## src/rtl/ysyx_23060025_scoreboard.sv

```systemverilog
// Writer-side GPR scoreboard: counts issued-but-uncommitted writes per register
// and stalls decode while any source register still has a pending producer.
module ysyx_23060025_scoreboard #(
   parameter int NREG  = 32,
   parameter int CNT_W = 2,
   parameter int TOT_W = 4
) (
   input  logic             clock,
   input  logic             reset,
   input  logic             idu_valid_i,
   input  logic             idu_ren0_i,
   input  logic [4:0]       idu_rsc0_i,
   input  logic             idu_ren1_i,
   input  logic [4:0]       idu_rsc1_i,
   input  logic             idu_wd_i,
   input  logic [4:0]       idu_wreg_i,
   input  logic             exu_ready_i,
   input  logic             wbu_valid_i,
   input  logic             wbu_wd_i,
   input  logic [4:0]       wbu_wreg_i,
   input  logic             flush_i,
   output logic             sb_stall_o,
   output logic             sb_issue_o,
   output logic [NREG-1:0]  sb_busy_mask_o,
   output logic [TOT_W-1:0] sb_outstanding_o,
   output logic             sb_err_o
);

   localparam logic [CNT_W-1:0] CMAX = '1;
   localparam logic [TOT_W-1:0] TMAX = '1;
   localparam logic [CNT_W-1:0] ONE  = CNT_W'(1);

   logic [CNT_W-1:0] cnt_q [NREG];
   logic [CNT_W-1:0] cnt_d [NREG];
   logic [TOT_W-1:0] tot_q, tot_d;
   logic             err_q, err_d;

   logic wb_fire, haz0, haz1, sat, tsat, iss_w, same;
   logic [CNT_W-1:0] c_rs0, c_rs1, c_rd, c_wb;

   assign c_rs0 = cnt_q[idu_rsc0_i];
   assign c_rs1 = cnt_q[idu_rsc1_i];
   assign c_rd  = cnt_q[idu_wreg_i];
   assign c_wb  = cnt_q[wbu_wreg_i];

   assign wb_fire = wbu_valid_i & wbu_wd_i & (wbu_wreg_i != '0);

   // A last pending write committing this cycle is forwarded by the
   // write-through register file, so it no longer blocks the reader.
   assign haz0 = idu_ren0_i & (idu_rsc0_i != '0) & (c_rs0 != '0)
              & ~(wb_fire & (wbu_wreg_i == idu_rsc0_i) & (c_rs0 == ONE));
   assign haz1 = idu_ren1_i & (idu_rsc1_i != '0) & (c_rs1 != '0)
              & ~(wb_fire & (wbu_wreg_i == idu_rsc1_i) & (c_rs1 == ONE));

   assign sat  = idu_wd_i & (idu_wreg_i != '0) & (c_rd == CMAX)
              & ~(wb_fire & (wbu_wreg_i == idu_wreg_i));
   assign tsat = (tot_q == TMAX) & ~wb_fire;

   assign sb_stall_o = idu_valid_i & (haz0 | haz1 | sat | tsat);
   assign sb_issue_o = reset & idu_valid_i & ~sb_stall_o
                     & exu_ready_i & ~flush_i;

   assign iss_w = sb_issue_o & idu_wd_i & (idu_wreg_i != '0);
   assign same  = iss_w & wb_fire & (idu_wreg_i == wbu_wreg_i);

   always_comb begin
      cnt_d = cnt_q;
      tot_d = tot_q;
      err_d = err_q;
      if (flush_i) begin
         for (int r = 0; r < NREG; r++) cnt_d[r] = '0;
         tot_d = '0;
      end else if (!same) begin
         if (iss_w) begin
            cnt_d[idu_wreg_i] = c_rd + ONE;
            tot_d = tot_d + TOT_W'(1);
         end
         if (wb_fire) begin
            if (c_wb != '0) begin
               cnt_d[wbu_wreg_i] = c_wb - ONE;
               tot_d = tot_d - TOT_W'(1);
            end else begin
               err_d = 1'b1;
            end
         end
      end
      cnt_d[0] = '0;
   end

   always_ff @(posedge clock or negedge reset) begin
      if (!reset) begin
         for (int r = 0; r < NREG; r++) cnt_q[r] <= '0;
         tot_q <= '0;
         err_q <= 1'b0;
      end else begin
         for (int r = 0; r < NREG; r++) cnt_q[r] <= cnt_d[r];
         tot_q <= tot_d;
         err_q <= err_d;
      end
   end

   always_comb begin
      sb_busy_mask_o = '0;
      for (int r = 1; r < NREG; r++) sb_busy_mask_o[r] = |cnt_q[r];
   end

   assign sb_outstanding_o = tot_q;
   assign sb_err_o         = err_q;

   int unsigned sum;
   always_comb begin
      sum = 0;
      for (int r = 0; r < NREG; r++) sum = sum + int'(cnt_q[r]);
   end

   a_total_sum: assert property (
      @(posedge clock) disable iff (!reset) int'(tot_q) == sum
   );

endmodule

```

## config.mk

```make
export PLATFORM = sky130hd
export DESIGN_NAME = ysyx_23060025_scoreboard
export DESIGN_NICKNAME = d
export VERILOG_FILES = /design/src/rtl/ysyx_23060025_scoreboard.sv
export SDC_FILE = /design/constraint.sdc
export NUM_CORES = 1
export LEC_CHECK = 0
export CAP_MARGIN = 5
export CELL_PAD_IN_SITES_DETAIL_PLACEMENT = 0
export CELL_PAD_IN_SITES_GLOBAL_PLACEMENT = 1
export CORE_AREA = 4 4 142 198
export CTS_CLUSTER_DIAMETER = 80
export CTS_CLUSTER_SIZE = 10
export DETAILED_ROUTE_END_ITERATION = 7
export DIE_AREA = 0 0 146 202
export GPL_TIMING_DRIVEN = 0
export PLACE_DENSITY_LB_ADDON = 0.1
export SYNTH_ARGS = -nofsm -noshare
export SYNTH_HDL_FRONTEND = slang
export SYNTH_SLANG_ARGS = --single-unit
```

## constraint.sdc

```tcl
create_clock -name clock -period 5.1 [get_ports clock]
set_input_delay 1.02 -clock clock [delete_from_list [all_inputs] [get_ports clock]]
set_output_delay 1.02 -clock clock [all_outputs]
set_load 0.05 [all_outputs]
```

==> out/qor.csv, run 1 <==
metric;value;unit
post_dp_cell_area;0.00881;mm²
grtUsageMet2;51.1;%
synth_top_area_share;21.5;%
syn2layout_area_growth;19.6;%
crit_end;sb_issue_o;
start_util;29.8;%
grt-ovfl-total;0;
async_flop_share;100;%
synth_seq_cells;67;
worstSkewPairLatency;360;ps
synth_flop_cell;dfrtp_1;
clockRootBuffer;clkbuf_16;
yosys_warnings;0;
route.detailed.drc;0;
tightest_slew;1160;ps
die-area;0.0295;mm²
antenna_found_initial;0;
clk_pin_slew;70;ps
cap_violations;0;
cp-start-kind;input pin;
antenna_left;0;
grtUsageTotal;30.2;%
fin_setup_tns;0;ps
postCtsHoldBufs;0;
synth_top_cell_by_area;dfrtp_1;
crit_cells;14;
critical_path_class;input pin to primary output;
syn_area;0.00781;mm²
yosysSeqAreaShare;21.5;%
cts_buffers;9;
top_usage_layer;met2;
hold_ws;511;ps
max-slew-margin-rel;22.1;%
use_met3;4.53;%
hpwl;34800;µm
post_drt_wl_per_cell;33.9;µm
cts.sinks;67;
hold_class;flop to flop;
synthCells;957;
max_stage_delay;520;ps
drt-total-wl;45800;µm
fmax;199;MHz
rsz0062_at_grt;false;
place_congestion;0.973;
slew_violations;0;
crit_buf_inv;7;
path_cells;buf_6, buf_8, mux4_2, a22oi_2, and4_4, clkinvlp_4, ha_1, nand3_1, o2111ai_4, buf_6, buf_6, buf_6, nor3_4, buf_6;
clock_skew;13.6;ps
arrival;4020;ps
port_buffers;54;
synth_nets;991;
die_h;202;µm
grtUsageMet1;35.7;%
period_share;98.7;%
critPathMostFrequentCell;buf_6;
end_kind;primary output;
critPathMaxFanout;10;
yosysMostFrequentCell;nand2_1;
status;complete, no violations;
slowest_stage;mux4_2;
timing.rr.start;cnt_q[32];
startpoint;idu_wreg_i[0];
synth_cell_types;74;
design_area;0.00934;mm²
viasPerCell;6.69;
hold_path_depth;1;
die_x;146;µm
cts_tree;built;
grt_max_degree;49;
route.vias.total;9054;
reg2reg_slack;760;ps
htreeDepth;3;
synth_area_leaders;dfrtp_1, mux4_2, a21oi_1;
cts_buffer_depth;2;
p_total;1.61;mW
rows;70;
timing.rr.end;sb_outstanding_o[2];
worst_ir_drop_vdd;145;µV
period_minus_slack;5040;ps
p_leak;3.51;nW
crit_required;4080;ps
dr.first_iter.drc_count;1031;
ys_top_cells_by_count;nand2_1, nor2_1, a21oi_1;
layout.nets;1059;
grt_pass1_vias;8985;
avgSynthCellArea;8.16;µm²
grt_first_pass_wirelength;64800;µm
power_density;172;mW/mm²
r2r_cells;17;
ios;69;
n_antenna_cell;0;
layout-drive-gt1-share;19.8;%
dr.pass1.iters;7;
finalHoldViolCount;0;
core;0.0262;mm²
setup_viol;0;
cp_top_family;buffers and inverters;
synth_edf_count;0;
==> power breakdown <==
| group | total (mW) | switching (mW) | internal [mW] |
|---|---|---|---|
| Clock | 0.679 | 0.259 | 0.420 |
| Sequential | 0.535 | 0.00255 | 0.533 |
| Combinational | 0.392 | 0.273 | 0.119 |
| Total | 1.61 | 0.534 | 1.07 |
==> flip-flops by register name, indices dropped and copies added, names as in the netlist <==
register          count
cnt_q                62
sb_outstanding_o      4
sb_err_o              1
==> how the worst min path moves through the flow <==
stage | startpoint | endpoint | slack, ps
4_1_cts | sb_err_o | sb_err_o | 510
3_5_place_dp | sb_err_o | sb_err_o | 480
3_3_place_gp | sb_err_o | sb_err_o | 490
2_1_floorplan | cnt_q[9] | cnt_q[9] | 520
5_1_grt | sb_err_o | sb_err_o | 530
6_report | sb_err_o | sb_err_o | 510
==> logic make-up (layout without fill, tap and decap cells) <==
logic type	Yosys count	count (layout)	synth area share, %
XOR/XNOR	16	16	1.79
adder cells (fa/ha/maj)	4	4	0.641
flip-flops	67	67	21.5
AND/OR/NAND/NOR	353	353	23.1
multiplexers	84	84	18.5
other	1	1	0.0480
AO/OA/AOI/OAI	293	293	26.3
buffers and inverters	139	212	8.22
==> through the flow <==
step | utilization [%] | cells | setup WS [ps]
2_1_floorplan | - | 957 | 24.4
3_3_place_gp | 33.5 | 1335 | -2420
3_5_place_dp | 33.6 | 1337 | -1810
4_1_cts | 35.5 | 1353 | 2.25
5_1_grt | 35.7 | 1354 | 1.83
6_report | 35.7 | 1354 | 64.0
==> layer usage <==
metal / vias to the layer above / wire, µm
li1: 3835 / -
met1: 4491 / 17200
met2: 562 / 22100
met3: 166 / 3210
met4: 0 / 3310
met5: - / 0
==> area by class of cell <==
cell class / instances / area, µm²
inverter: 40 / 158
buffer: 94 / 554
tap: 324 / 405
multi-input combinational: 751 / 5620
sequential: 67 / 1680
clock inverter: 1 / 30.0
clock buffer: 15 / 278
timing repair buffer: 62 / 619
fill: 2788 / 16800
==> timing repair <==
action | 4_1_cts | 5_1_grt
resized for setup | 78 | 15
endpoints found under the setup margin | 69 | 29
setup buffers | 4 | 2
pin swaps | 2 | 2
==> layout by cell type (no fill, tap or decap), types with 7 or more instances in the layout <==
master	count
inv_1	37
dfrtp_1	67
a21oi_1	73
a221oi_1	7
a22oi_1	17
clkdlybuf4s50_1	47
xor2_1	11
nor4_1	17
a31oi_1	18
buf_6	11
buf_2	24
or3_1	15
nand2_1	90
clkbuf_2	9
clkbuf_1	32
mux2i_1	27
and2_1	7
nor2_1	76
o31ai_1	10
buf_4	15
mux4_2	47
or2_2	23
a211oi_1	7
a41oi_1	12
a311oi_1	21
o21ai_0	17
o22ai_1	27
nor3_1	19
nand4_1	13
clkbuf_16	9
mux2_2	10
nand3_1	33
o211ai_1	9
clkbuf_4	7
(Power assumes the default switching activity.)
==> run 2: changes to the inputs <==
Settings changed: ABC_AREA set to 1, CORE_AREA 4 4 142 198 to 4 4 136 190, DIE_AREA 0 0 146 202 to 0 0 140 194.
==> out/qor.csv, run 2 <==
metric;value;unit;change
critPathMaxFanout;11;;+1
avgSynthCellArea;5.75;µm²;-30%
cp_top_family;simple AND/OR/NAND/NOR gates;;
grt_first_pass_wirelength;58800;µm;-9.3%
arrival;5190;ps;+1170 ps
synth_edf_count;0;;unchanged
rsz0062_at_grt;false;;
die-area;0.0272;mm²;-7.9%
critical_path_class;input pin to flop;;
cts_tree;built;;
dr.first_iter.drc_count;924;;-10%
layout.nets;1342;;+27%
layout_common_cells;nand2_1, inv_1, nand3_1;;
synth_nets;1269;;+28%
die_h;194;µm;-4.0%
area.sequential;0.00168;mm²;unchanged
grtUsageTotal;28.9;%;-1.3 points
synth_area_leaders;dfrtp_1, nand2_1, nand3_1;;
yosysSeqAreaShare;23.6;%;+2.2 points
finalHoldViolCount;0;;unchanged
regMostFlops;cnt_q;;
fmax;201;MHz;+1.5%
port_buffers;60;;+11%
synth_seq_cells;67;;unchanged
antenna_left;0;;unchanged
slew_violations;0;;unchanged
postCtsHoldBufs;0;;unchanged
dr.pass1.iters;5;;-2
path_cells;buf_2, inv_1, nor2_1, inv_1, o22ai_1, a221oi_1, o21ai_0, a221oi_1, nand2_1, inv_1, ha_1, nor2_2, inv_1, nor2_1, inv_1, nor2_1, a21oi_1, o21ai_1, o21ai_1;;
fin_setup_tns;0;ps;unchanged
worstSkewPairLatency;360;ps;about the same
yosysMostFrequentCell;nand2_1;;
largest_reg_flops;62;;unchanged
max_stage_delay;520;ps;about the same
status;complete, no violations;;
htreeDepth;3;;unchanged
core;0.0240;mm²;-8.4%
critPathMostFrequentCell;inv_1;;
cp-start-kind;input pin;;
synth_flop_cell;dfrtp_1;;
grt_pass1_vias;8995;;+0.11%
worst_ir_drop_vdd;133;µV;-8.4%
rows;67;;-4.3%
fillerInstances;2748;;-1.4%
synth_top_cell_by_area;dfrtp_1;;
clockRootBuffer;clkbuf_16;;
cts.sinks;67;;unchanged
tightest_slew;954;ps;-204 ps
crit_required;5320;ps;+1240 ps
synth_top_area_share;23.6;%;+2.2 points
layout-drive-gt1-share;8.76;%;-11 points
p_leak;3.80;nW;+8.3%
ios;69;;unchanged
crit_buf_inv;6;;-1
place_inst;1606;;+20%
die_x;140;µm;-4.1%
multi_input_area;0.00464;mm²;-17%
n_antenna_cell;0;;unchanged
yosys_warnings;0;;unchanged
period_share;97.3;%;-1.4 points
cts_buffers;9;;unchanged
slowest_stage;nand2_1;;
hpwl;30800;µm;-12%
route.detailed.drc;0;;unchanged
max-slew-margin-rel;35.9;%;+14 points
grt_max_degree;36;;-27%
setup_viol;0;;unchanged
period_minus_slack;4960;ps;-72.8 ps
end_kind;flop;;
clock_skew;8.00;ps;-5.59 ps
clk_pin_slew;60;ps;about the same
grt-ovfl-total;0;;unchanged
post_drt_wl_per_cell;24.4;µm;-28%
ys_top_cells_by_count;nand2_1, inv_1, nand3_1;;
drt-total-wl;39700;µm;-13%
place_congestion;0.971;;-0.15%
synthCells;1235;;+29%
final_common_cell;nand2_1;;
power_density;180;mW/mm²;+4.5%
hold_class;flop to flop;;
start_util;29.6;%;-0.22 points
antenna_found_initial;0;;unchanged
route.vias.total;9063;;+0.099%
syn_area;0.00710;mm²;-9.1%
synth_cell_types;42;;-43%
async_flop_share;100;%;unchanged
fin_cells;1623;;+20%
syn2layout_area_growth;20.1;%;
viasPerCell;5.58;;-16%
cap_violations;0;;unchanged
cts_buffer_depth;2;;unchanged
utilization;35.6;%;-0.11 points
run 2: cell types whose count changed in the layout (fill, tap and decap cells not counted), sizes merged, moves of 14 or more:
cell / before / now
nand2: 90 / 419
inv: 38 / 151
nand3: 33 / 127
o21ai: 23 / 97
mux4: 47 / 0
clkbuf: 61 / 31
mux2i: 27 / 0
a311oi: 21 / 0
or2: 23 / 2
a31oi: 18 / 1
nor4: 18 / 1
buf: 58 / 43
or3: 15 / 0
o211ai: 9 / 23
run 2: metal layers:
layer / GRT usage (%) / share of wire (%) / wire, µm / vias up
met3: 3.55 / 6.0 / 2380 / 121
met2: 46.9 / 46 / 18300 / 427
met4: 16.9 / 6.6 / 2610 / 0
li1: - / - / - / 4234
met5: 0 / 0 / 0 / -
met1: 36.8 / 41 / 16400 / 4281
run 2: final timing paths:
path                               startpoint   endpoint  slack (ps)  cells after the start
worst min register to register       sb_err_o   sb_err_o         490                      1
worst max register to register      cnt_q[57]  cnt_q[49]        1060                     15
worst min-delay path                 sb_err_o   sb_err_o         490                      1
min in group asynchronous               reset  cnt_q[32]         620                      1
max in group asynchronous               reset  cnt_q[56]        3880                      2
worst max-delay path            wbu_wreg_i[1]  cnt_q[58]         140                     19
run 2: power breakdown:
group	leakage, nW	total (mW)	switching (mW)	internal [mW]
Combinational	2.72	0.274	0.198	0.0765
Clock	0.155	0.725	0.283	0.442
Sequential	0.931	0.532	0.000532	0.532
Total	3.80	1.53	0.481	1.05
run 2: cell families after synthesis:
kind of cell | count (synthesis) | share of synthesized area (%)
simple gates | 671 | 39.8
compound gates | 272 | 22.1
buf+inv | 209 | 12.3
flops | 67 | 23.6
xor+xnor | 11 | 1.36
fa+ha+maj | 4 | 0.705
other cells | 1 | 0.0528
run 2: area by class of cell:
| class | count | share of cell area (%) |
|---|---|---|
| Multi-Input combinational cell | 959 | 54.4 |
| Sequential cell | 67 | 19.7 |
| Timing Repair Buffer | 63 | 7.18 |
| Inverter | 153 | 6.81 |
| Tap cell | 310 | 4.55 |
| Buffer | 55 | 3.54 |
| Clock buffer | 10 | 2.80 |
| Clock inverter | 6 | 1.04 |
run 2: what timing repair did:
item                                    4_1_cts  5_1_grt
buffers inserted                              2        0
endpoints found under the setup margin       69       58
pin swaps                                     1        1
gates resized for setup                      35       16
run 2: through the flow:
step / total power, mW / cell area, µm² / setup slack (ps) / hold slack [ps]
floorplan: 0.693 / 7100 / 967 / 471
global placement: 0.808 / 8090 / -1870 / 475
detailed placement: 0.806 / 8110 / -1620 / 471
CTS: 1.54 / 8520 / 11.3 / 497
global route: 1.58 / 8520 / 3.86 / 512
finish: 1.53 / 8520 / 137 / 491
